[config.mk]
export PLATFORM = sky130hd
export DESIGN_NAME = mem_read_arbiter
export DESIGN_NICKNAME = d
export VERILOG_FILES = /design/src/rtl/mem_arb_pkg.sv /design/src/rtl/rr_picker.sv /design/src/rtl/mem_read_arbiter.sv
export SDC_FILE = /design/constraint.sdc
export NUM_CORES = 1
export LEC_CHECK = 0
export ABC_AREA = 0
export CAP_MARGIN = 0
export CELL_PAD_IN_SITES_DETAIL_PLACEMENT = 0
export CELL_PAD_IN_SITES_GLOBAL_PLACEMENT = 1
export CORE_MARGIN = 3
export CORE_UTILIZATION = 23
export CTS_CLUSTER_DIAMETER = 50
export DETAILED_ROUTE_END_ITERATION = 10
export HOLD_SLACK_MARGIN = 0.06
export PLACE_DENSITY = 0.89
export SKIP_CTS_REPAIR_TIMING = 1
export SLEW_MARGIN = 5
export SYNTH_ARGS = -nofsm -noshare
export SYNTH_HDL_FRONTEND = slang
export SYNTH_SLANG_ARGS = --single-unit
[constraint.sdc]
create_clock -name clk -period 1.25 [get_ports clk]
set_clock_uncertainty 0.15 [all_clocks]
set_input_delay 0.1875 -clock clk [delete_from_list [all_inputs] [get_ports clk]]
set_output_delay 0.1875 -clock clk [all_outputs]
set_load 0.005 [all_outputs]
[src/rtl/mem_arb_pkg.sv]
// Shared types and constants for the refill read-channel arbiter.
// Latency: none (declarations only).
// Backpressure: none (declarations only).
`ifndef ADDR_WIDTH
`define ADDR_WIDTH 32
`endif
`ifndef DATA_WIDTH
`define DATA_WIDTH 32
`endif

package mem_arb_pkg;

    localparam int ID_W = 4;

    typedef logic [1:0] arb_state_t;
    localparam arb_state_t ARB_IDLE = 2'd0;
    localparam arb_state_t ARB_ADDR = 2'd1;
    localparam arb_state_t ARB_DATA = 2'd2;

    // Index width for a requester count; never narrower than one bit.
    function automatic int grant_w(input int n);
        return (n > 1) ? $clog2(n) : 1;
    endfunction

endpackage

[src/rtl/rr_picker.sv]
// Round-robin pick: first requester set after last_grant, scanning upward with wrap.
// Latency: purely combinational.
// Backpressure: none; the caller decides when the pick is consumed.
module rr_picker #(
    parameter int NUM_REQ = 2,
    parameter int GRANT_W = 1
) (
    input  logic [NUM_REQ-1:0] req,
    input  logic [GRANT_W-1:0] last_grant,
    output logic               vld,
    output logic [GRANT_W-1:0] winner
);

    // Walk from the farthest candidate to the nearest so the nearest set bit wins.
    always_comb begin
        vld    = 1'b0;
        winner = '0;
        for (int i = NUM_REQ; i >= 1; i--) begin
            if (req[(int'(last_grant) + i) % NUM_REQ]) begin
                vld    = 1'b1;
                winner = GRANT_W'((int'(last_grant) + i) % NUM_REQ);
            end
        end
    end

endmodule

[src/rtl/mem_read_arbiter.sv]
// Shares one read channel among NUM_REQ refill engines, one burst outstanding at a time.
// Latency: request in IDLE at t -> m_arvalid at t+1; beats pass through combinationally.
// Backpressure: m_arready stalls the address phase; m_rready is low outside the data phase.
module mem_read_arbiter
    import mem_arb_pkg::*;
#(
    parameter int NUM_REQ = 2,
    parameter int ADDR_W  = `ADDR_WIDTH,
    parameter int DATA_W  = `DATA_WIDTH,
    parameter int LEN_W   = 4
) (
    input  logic                    clk,
    input  logic                    rst_n,
    input  logic [NUM_REQ-1:0]      req_arvalid,
    input  logic [NUM_REQ*ADDR_W-1:0] req_araddr,
    input  logic [NUM_REQ*LEN_W-1:0]  req_arlen,
    input  logic [NUM_REQ*ID_W-1:0]   req_arid,
    output logic [NUM_REQ-1:0]      req_arready,
    output logic [NUM_REQ-1:0]      req_rvalid,
    output logic [DATA_W-1:0]       req_rdata,
    output logic                    m_arvalid,
    output logic [ADDR_W-1:0]       m_araddr,
    output logic [LEN_W-1:0]        m_arlen,
    output logic [ID_W-1:0]         m_arid,
    input  logic                    m_arready,
    input  logic                    m_rvalid,
    input  logic [DATA_W-1:0]       m_rdata,
    output logic                    m_rready,
    output logic                    busy
);

    localparam int GRANT_W = grant_w(NUM_REQ);

    arb_state_t         state;
    logic [GRANT_W-1:0] grant;
    logic [GRANT_W-1:0] last_grant;
    logic [GRANT_W-1:0] pick;
    logic               pick_vld;
    logic [ADDR_W-1:0]  addr_q;
    logic [LEN_W-1:0]   len_q;
    logic [ID_W-1:0]    id_q;
    logic [LEN_W-1:0]   beat_cnt;
    logic               in_idle;
    logic               in_addr;
    logic               in_data;

    rr_picker #(
        .NUM_REQ (NUM_REQ),
        .GRANT_W (GRANT_W)
    ) u_picker (
        .req        (req_arvalid),
        .last_grant (last_grant),
        .vld        (pick_vld),
        .winner     (pick)
    );

    // Every output is held at zero while rst_n is low, independent of register contents.
    assign in_idle = rst_n && (state == ARB_IDLE);
    assign in_addr = rst_n && (state == ARB_ADDR);
    assign in_data = rst_n && (state == ARB_DATA);

    assign req_arready = (in_idle && pick_vld) ? (NUM_REQ'(1) << pick) : '0;
    assign req_rvalid  = (in_data && m_rvalid) ? (NUM_REQ'(1) << grant) : '0;
    assign req_rdata   = rst_n ? m_rdata : '0;
    assign m_arvalid   = in_addr;
    assign m_araddr    = rst_n ? addr_q : '0;
    assign m_arlen     = rst_n ? len_q : '0;
    assign m_arid      = rst_n ? id_q : '0;
    assign m_rready    = in_data;
    assign busy        = rst_n && (state != ARB_IDLE);

    // Burst sequencing: latch the winner's request, issue it, then count its beats home.
    always_ff @(posedge clk) begin
        if (!rst_n) begin
            state      <= ARB_IDLE;
            grant      <= '0;
            last_grant <= GRANT_W'(NUM_REQ - 1);
            addr_q     <= '0;
            len_q      <= '0;
            id_q       <= '0;
            beat_cnt   <= '0;
        end else begin
            case (state)
                ARB_IDLE: begin
                    if (pick_vld) begin
                        grant  <= pick;
                        addr_q <= req_araddr[pick*ADDR_W +: ADDR_W];
                        len_q  <= req_arlen[pick*LEN_W +: LEN_W];
                        id_q   <= req_arid[pick*ID_W +: ID_W];
                        state  <= ARB_ADDR;
                    end
                end
                ARB_ADDR: begin
                    if (m_arready) begin
                        beat_cnt <= len_q;
                        // A zero-beat burst has nothing to return.
                        state    <= (len_q == '0) ? ARB_IDLE : ARB_DATA;
                    end
                end
                ARB_DATA: begin
                    if (m_rvalid) begin
                        beat_cnt <= beat_cnt - LEN_W'(1);
                        if (beat_cnt == LEN_W'(1)) begin
                            last_grant <= grant;
                            state      <= ARB_IDLE;
                        end
                    end
                end
                default: state <= ARB_IDLE;
            endcase
        end
    end

endmodule

---- After elaboration in Yosys (flattened, before gate mapping) ----
Index checks and enable logic that the tools add are counted.
storage, ports and cells
  input bits .............................. 118
  word-level logic and storage cells ...... 65
  register bits ........................... 48
operators by class
  equality and inequality tests ........... 7
  muxes and demuxes ....................... 25
  shifts and indexed selects .............. 5
  reductions and logical operators ........ 14
  bitwise operators ....................... 2
  add/sub/neg operators ................... 3
  $lt $le $gt $ge ......................... 2
operators by type and width
  cell                 count
  $mux 32              2
  $shiftx 64x7->32     1
  $mux 4               4
  $shiftx 8x4->4       2
  $mux 2               7
  $mux 1               10
  $pmux 4 s2           1
  $logic_and 1x1->1    6
  $lt 2x3->1 const B   2
  $ne 2x2->1 const B   3
  $pmux 2 s3           1
  $reduce_and 3->1     2
  $eq 4x1->1 const B   1
  $logic_not 4->1      1
  $reduce_and 4->1     1
  $reduce_bool 2->1    2
  $shl 1x1->2 const A  2
  $sub 4x1->4 const B  1
  $add 1x1->1 const B  2
  $and 1x1->1 const A  2
  $eq 2x1->1 const B   1
  $eq 2x2->1 const B   1
  $logic_not 2->1      1
  $ne 2x1->1 const B   1
  $reduce_and 2->1     1

---- Depth between registers and ports, before layout ----
Gate-level depths: netlist of the first run.
  depth in word-level cells ............... 9
  gate-level depth with buffers ........... 6
  depth with buffers taken out ............ 5

---- Modules after synthesis ----
A second synthesis of the first run with hierarchy kept.
second synthesis, totals
  cell total of the unflattened synthesis .. 325
  area total of the unflattened synthesis .. 2944.1 sq um
modules (own cells, without submodules)
  module            times used  area each (sq um)  cells each  sequential area each (sq um)
  mem_read_arbiter  1           2930.3             323         960.9
  rr_picker         1           13.8               2           0.0

---- Worst setup path before layout of the first run ----
No wires, ideal clock.
  path kind ............................... reg-to-output
  from .................................... register state[0]
  to ...................................... output req_arready[0]
  path slack .............................. -159 ps
  arrival time ............................ 1071 ps
  path buffers ............................ 1
  cell stages (with the launch flop) ...... 5
  cell sequence ........................... dfxtp_1 nor2_2 clkbuf_1 nand3_1 nor2_1
between the ends
  longest elaborated chain between the ends .. 4
RTL lines
  item                    RTL line                text
  start, declared         mem_read_arbiter.sv:34  arb_state_t state;
  start signal, assigned  mem_read_arbiter.sv:97  state <= (len_q == '0) ? ARB_IDLE : ARB_DATA;
  $logic_not 2->1         mem_read_arbiter.sv:58  assign in_idle = rst_n && (state == ARB_IDLE);
  $logic_and 1x1->1       mem_read_arbiter.sv:58
  $logic_and 1x1->1       mem_read_arbiter.sv:62  assign req_arready = (in_idle && pick_vld) ? (NUM_REQ'(1) << pick) : '0;
  $mux 2                  mem_read_arbiter.sv:62
  end, declared           mem_read_arbiter.sv:18  output logic [NUM_REQ-1:0] req_arready,
No other way between the ends.

---- Worst setup path after layout of the first run ----
  from .................................... register state[0]
  to ...................................... output req_arready[1]
The elaborated chain is that of the path after synthesis.

==> results by group, run 1 <==
Power
  – Sequential power share: 34.3%
  – Sw Ratio: about 30%
  – Internal power: 3850 uW
  – NetSw: about 1700 uW
  – Clock share of power: around a quarter
  – Logic gate share of total power: 40.6%
  – Power, Total: 5500 uW
  – Leakage: 0.00293 uW
  – Worst VDD drop: 0.582 mV
  – Cell Pwr Density: 902 nW/um2

Drt
  – Post-route ant nets: 0
  – Via count: 3304
  – DR WL met3: 841 um
  – Drc violations: 0
  – Drt wl/cell: around 16 um
  – M1 WL: between 4 and 5 mm
  – Met2 WL: 5.97 mm
  – DR top layer: met4
  – Initial drt markers: 111
  – Initial DRT Pass Iterations: 4
  – Vias per inst: 4.58
  – DRT Wirelength: 11.5 mm

CTS
  – Worst-Skew Late Latency: 280 ps
  – Root cell of the clock tree: clkbuf_16
  – CTS buffer count: 5
  – Clock transition at path regs: 60 ps
  – CTS tree: done
  – Clock Sinks: 48
  – CTS H-Tree Depth: 2
  – CTS Buffer Depth: 2

GRT
  – Largest net degree at the start of global routing: just over 40
  – Vias in the first global route: 3434
  – Grt ovf: 0
  – Initial antenna violation count: 0
  – GR Util All Layers: 13.8%
  – First-pass GRT wire length: 16.7 mm

Synth
  – Syn Area/Cell: 9.29 um2
  – Yosys warnings: 0
  – Post-Syn Nets: approximately 450
  – Seq cells post-synth: 48
  – Distinct cells, synth: 44
  – Yosys top cell area share: about 31%
  – Gate Count Post-Synth: 331
  – Cell taking the most area after synthesis: dfxtp_1
  – Part of the Yosys area used for sequential elements: 31.3%
  – Top post-synthesis cells by area: dfxtp_1 (31%), a211oi_2 (16%), and2_1 (15%), mux2i_1 (13%), a21oi_1 (7.3%)
  – Mapped Area: 3070 um2

Worst setup path
  – Critical Path Start: state[0]
  – Buffers and inverters on the worst path: 1
  – Critical R2R Capture: len_q[1]
  – Arrival time worst endpoint: 1240 ps
  – Worst path slowest cell: dfxtp_4
  – Cell family with most CP delay: simple AND/OR/NAND/NOR gates
  – Reg-to-reg startpoint: last_grant
  – CP Class: flip-flop to primary output
  – Largest fanout on the critical path: 5
  – CP Launch Type: flip-flop
  – Max incr delay on CP: between 300 and 400 ps
  – R2R Setup Slk: -320 ps
  – CP Cell Sequence: nor2_4, and2_4, and3_4, buf_6
  – CP required: approximately 910 ps
  – CP Capture Type: primary output
  – R2R depth: 5
  – CP Depth: 4
  – CP endpoint: req_arready[1]

Floorplan
  – DIE AREA: ~15000 um2
  – Die W: around 120 um
  – Initial Util: between 20% and 30%
  – Site Rows: 41
  – # IOs: 197
  – Placeable Area: between 10000 and 15000 um2
  – Die Y-Extent: 122 um

Outcome
  – Status: finished with violations
  – Failing checks: negative setup slack

Worst hold path
  – Min-Delay Path Class: input port to flip-flop

Layout
  – Diodes inserted: 0
  – Layout area overhead: 98.3%
  – # nets final: 669
  – Final Core Density: 47.5%
  – Layout cells sized above 1: 37.8%

STA
  – Post-route setup slack: -323 ps
  – Fmax: 636 MHz
  – Hold Fails Final Rpt: 0
  – Least-Margin Pin Slew: 445 ps
  – Final TNS setup: -13360 ps
  – Final Critical Period: 1570 ps
  – RSZ-0062 raised after global routing: true
  – Setup-failing EPs final: 54
  – Slew Limit Fails: 0
  – Fin crit share: 126%
  – Relative slew slack: 70.4%

Place
  – DP Worst Slack: -863 ps
  – IO buf count: 196
  – Final GP Congestion: 0.742
  – HPWL Detailed: 8.17 mm

Job
  – Max Cap Viol: 0
[metrics by stage]
step | hold WS (ps) | instance area [um2] | std cells
2_1_floorplan | 134 | 3120 | 331
3_3_place_gp | 327 | 5410 | 702
3_5_place_dp | 343 | 5410 | 702
4_1_cts | 94.1 | 5560 | 710
5_1_grt | 135 | 6090 | 722
6_report | 107 | 6090 | 722
[layout make-up]
class	instances	area [um2]
tap	172	215
multi-input combinational	243	2240
clock buffer	7	143
inverter	5	18.8
timing repair buffer	246	2470
sequential	48	1000
clock inverter	1	7.51
fill	1201	6730
[flip-flops by register name, summed over array words and instances (netlist names)]
signal,flops
id_q,4
beat_cnt,4
addr_q,32
grant,1
state,2
last_grant,1
len_q,4
[power by group through the flow]
stage	clock [uW]	combinational, uW	sequential [uW]
after detailed placement	0	2050	1890
after global routing	1510	2420	1920
after global placement	0	2000	1880
after CTS	1440	2060	1860
final	1380	2230	1890
after floorplan	0	1080	1850
[how the worst min path moves through the flow]
| stage | start | endpoint | slack (ps) | depth (start not counted) |
|---|---|---|---|---|
| 6_report | rst_n | state[0] | 110 | 3 |
| 4_1_cts | rst_n | last_grant | 90 | 2 |
| 3_5_place_dp | beat_cnt[1] | beat_cnt[1] | 340 | 2 |
| 5_1_grt | rst_n | state[0] | 140 | 3 |
| 3_3_place_gp | beat_cnt[1] | beat_cnt[1] | 330 | 2 |
| 2_1_floorplan | m_arready | state[0] | 130 | 1 |
[Yosys cell counts (all sizes together)]
cell type	instances
and2	73
dfxtp	48
a21oi	45
a211oi	41
mux2i	40
clkbuf	22
buf	13
nor2	7
inv	5
nand3	4
nand3b	4
and3b	2
ha	2
nand2	2
o21ai	2
o22ai	2
a21boi	1
a21o	1
a221oi	1
a22o	1
a2bb2oi	1
a32o	1
and3	1
nand2b	1
nand4b	1
nand4bb	1
nor2b	1
nor3	1
nor3b	1
nor4bb	1
o221ai	1
o311ai	1
o32ai	1
or2	1
or4	1
[tightest hold or removal path, stage by stage]
cell	delay, ps
buf_6	140
nand3_1	110
o21ai_1	70
[per-layer routing]
layer | global-route usage, % | up-vias
met3 | 3.57 | 10
li1 | - | 1616
met2 | 25.5 | 135
met1 | 15.9 | 1543
met5 | 0 | -
met4 | 3.43 | 0
[cells in the final DEF, fill, tap and decap left out, types with 2 or more instances in the layout]
| cell type | netlist | final |
|---|---|---|
| clkbuf_2 | 0 | 26 |
| nor2_1 | 6 | 2 |
| and3b_2 | 0 | 2 |
| nand3_1 | 4 | 3 |
| clkbuf_8 | 0 | 2 |
| dfxtp_4 | 0 | 3 |
| a21oi_1 | 45 | 44 |
| inv_1 | 4 | 2 |
| dlymetal6s2s_1 | 0 | 48 |
| dfxtp_1 | 48 | 22 |
| o22ai_1 | 2 | 2 |
| nand2_1 | 2 | 2 |
| buf_12 | 0 | 5 |
| and2_1 | 72 | 68 |
| and2_4 | 1 | 5 |
| buf_8 | 0 | 3 |
| clkdlybuf4s50_1 | 0 | 113 |
| nor2_2 | 1 | 4 |
| mux2i_4 | 0 | 17 |
| mux2i_2 | 0 | 6 |
| buf_2 | 5 | 6 |
| buf_6 | 6 | 8 |
| a211oi_2 | 40 | 40 |
| buf_4 | 1 | 32 |
| dfxtp_2 | 0 | 23 |
| mux2i_1 | 40 | 17 |
| nand3b_1 | 4 | 4 |
| clkbuf_16 | 0 | 8 |
| inv_2 | 1 | 3 |
[cell families after synthesis]
| logic type | after synthesis | share of synthesized area, % |
|---|---|---|
| compound gates | 99 | 27.1 |
| fa+ha+maj | 2 | 0.814 |
| simple gates | 102 | 20.8 |
| buf+inv | 40 | 7.04 |
| flops | 48 | 31.3 |
| mux | 40 | 13.0 |
(Power assumes the default switching activity.)
==> run 2: changes to the inputs <==
--- a/config.mk
+++ b/config.mk
@@ -14,9 +14,10 @@
 export CTS_CLUSTER_DIAMETER = 50
 export DETAILED_ROUTE_END_ITERATION = 10
 export HOLD_SLACK_MARGIN = 0.06
-export PLACE_DENSITY = 0.89
+export PLACE_DENSITY = 0.91
 export SKIP_CTS_REPAIR_TIMING = 1
 export SLEW_MARGIN = 5
 export SYNTH_ARGS = -nofsm -noshare
 export SYNTH_HDL_FRONTEND = slang
+export SYNTH_HIERARCHICAL = 1
 export SYNTH_SLANG_ARGS = --single-unit
==> run 2 against run 1 <==
The run still ends with negative setup slack left. Combinational power decreased by 7%. Flip-flop and latch count unchanged. Synthesized cell count decreased by 1.8%. Total power decreased by 0.20%. Die area decreased by 4.0%. Global-route usage decreased by 0.44 points. Wire length decreased by 1.7%. Critical endpoint unchanged. Largest power group unchanged. Non-clock buffer count decreased by 7. Critical path type unchanged. Final area decreased by 6.9%. Worst setup slack got worse by 54 ps.
==> results by group, run 2 <==
Layout
  – Leading cell type in the layout, fill and taps excluded: clkdlybuf4s50_1
  – Max reg flops: 32
  – Layout area overhead: 92.8%
  – Most frequent cells in the layout: clkdlybuf4s50_1 (112), and2_1 (68), nor2_1 (44), dlymetal6s2s_1 (43), mux2i_1 (37)
  – Non-Filler Instances: 710
  – Design area: 5680 um2
  – # nets final: 661
  – Fill cells: approximately 1200
  – Layout cells sized above 1: 32.7%
  – Reg with most FFs: addr_q
  – Diodes inserted: 0

Drt
  – Initial drt markers: 105
  – DRT Wirelength: 11.3 mm
  – Initial DRT Pass Iterations: 4
  – Post-route ant nets: 0
  – Vias per inst: between 4 and 5
  – Drt wl/cell: 15.9 um
  – Via count: between 3000 and 4000
  – Drc violations: 0

Synth
  – Syn Area/Cell: between 9 and 10 um2
  – Most common cell in the netlist: and2_1
  – Post-Syn Nets: 445
  – Most frequent cells after synthesis: and2_1 (72), dfxtp_1 (48), nor2_1 (48), mux2i_1 (41), a211oi_2 (28)
  – Gate Count Post-Synth: approximately 330
  – Seq cells post-synth: 48
  – Distinct cells, synth: 39
  – Cell taking the most area after synthesis: dfxtp_1
  – Yosys top cell area share: around a third
  – Mapped Area: roughly 2900 um2
  – Yosys warnings: 6
  – Most used flip-flop cell after synthesis: dfxtp_1
  – Post-synthesis async set-or-reset flop share: 0%
  – Top post-synthesis cells by area: dfxtp_1 (33%), and2_1 (15%), mux2i_1 (14%), a211oi_2 (12%), nor2_1 (6.1%)
  – Post-synth EDFFs: 0
  – Part of the Yosys area used for sequential elements: 32.6%

CTS
  – CTS buffer count: 5
  – Clock Sinks: 48
  – CTS H-Tree Depth: 2
  – Root cell of the clock tree: clkbuf_16
  – Worst-Skew Late Latency: 280 ps
  – Clock transition at path regs: 70 ps
  – CTS Buffer Depth: 2
  – CTS tree: done

Floorplan
  – Placeable Area: between 10000 and 15000 um2
  – Site Rows: 40
  – Die W: around 120 um
  – DIE AREA: 14200 um2
  – # IOs: 197
  – Initial Util: 24.0%
  – Die Y-Extent: 119 um

Place
  – HPWL Detailed: 7.93 mm
  – Placed Area: around 5200 um2
  – IO buf count: 196
  – Final GP Congestion: between 0.8 and 0.9
  – Placed cell count: slightly below 700

Outcome
  – Status: finished with violations
  – Failing checks: negative setup slack

Power
  – Worst VDD drop: between 0.8 and 0.9 mV
  – Power, Total: roughly 5500 uW
  – Leakage: 0.00283 uW
  – Cell Pwr Density: 967 nW/um2

STA
  – RSZ-0062 raised after global routing: true
  – Hold Fails Final Rpt: 0
  – Final Critical Period: between 1500 and 2000 ps
  – Least-Margin Pin Slew: approximately 420 ps
  – Post-route setup slack: -377 ps
  – Hold Slack: 244 ps
  – Slew Limit Fails: 0
  – Fmax: 615 MHz
  – Setup-failing EPs final: 55
  – Fin crit share: 130%
  – Relative slew slack: between 70 and 80%

Worst setup path
  – Largest fanout on the critical path: 3
  – CP required: 910 ps
  – CP Capture Type: primary output
  – CP Launch Type: flip-flop
  – CP Class: flip-flop to primary output
  – Arrival time worst endpoint: 1290 ps

Worst hold path
  – Min-Delay Path Class: input port to flip-flop

GRT
  – Vias in the first global route: roughly 3200
  – First-pass GRT wire length: 16.0 mm
  – Largest net degree at the start of global routing: 55
  – Initial antenna violation count: 0
  – GR Util All Layers: 13.4%
  – Grt ovf: 0

Job
  – Max Cap Viol: 0
run 2: cell count changes in the layout (fill, tap and decap cells not counted), sizes merged, moves of 2 or more:
cell / delta
a21oi: -41
buf: -5
clkbuf: +3
dlymetal6s2s: -5
nand3: -2
nor2: +41
run 2: cells by family (layout without fill, tap and decap cells):
logic type / count (synthesis) / after routing / synth area share, %
flops: 48 / 48 / 32.6
fa+ha+maj: 2 / 2 / 0.850
buf+inv: 35 / 252 / 6.67
mux: 41 / 41 / 13.9
simple gates: 142 / 142 / 26.9
compound gates: 57 / 57 / 19.0
run 2: cell type report:
type / instances / area (um2) / share of cell area [%]
timing repair buffer: 239 / 2360 / 41.6
multi-input combinational: 242 / 1920 / 33.8
sequential: 48 / 996 / 17.5
tap: 168 / 210 / 3.70
clock buffer: 5 / 125 / 2.20
clock inverter: 3 / 42.5 / 0.750
inverter: 5 / 18.8 / 0.331
run 2: path summary, 6_finish.rpt:
check	startpoint	to	slack (ps)	cells after the start
hold reg to reg	beat_cnt[1]	beat_cnt[1]	330	2
hold / removal	rst_n	state[0]	240	4
setup reg to reg	state[0]	len_q[3]	-320	5
setup / recovery	state[0]	req_arready[1]	-380	4
run 2: worst max-delay path: stages, from the launching register on:
cell and delay, ps:
dfxtp_4 360, nor3b_4 230, buf_6 130, and3_4 180
buf_6 100
run 2: metrics by stage:
stage          setup TNS, ps  util [%]  worst slack (ps)
2_1_floorplan          -2340         -             -81.2
3_3_place_gp          -55940      42.5              -840
3_5_place_dp          -58900      42.5              -859
4_1_cts               -50840      43.8              -858
5_1_grt               -17890      46.3              -439
6_report              -14040      46.3              -377
run 2: power breakdown:
group | switching (uW) | total [uW] | internal [uW]
Combinational | 864 | 2080 | 1220
Sequential | 116 | 1880 | 1760
Clock | 591 | 1530 | 941
Total | 1570 | 5490 | 3920
run 2: routing by layer:
metal	wire length [um]	track usage, %	vias up
li1	-	-	1558
met1	4530	15.5	1504
met2	5810	24.7	139
met3	886	4.18	6
met4	38	1.59	0
met5	0	0	-
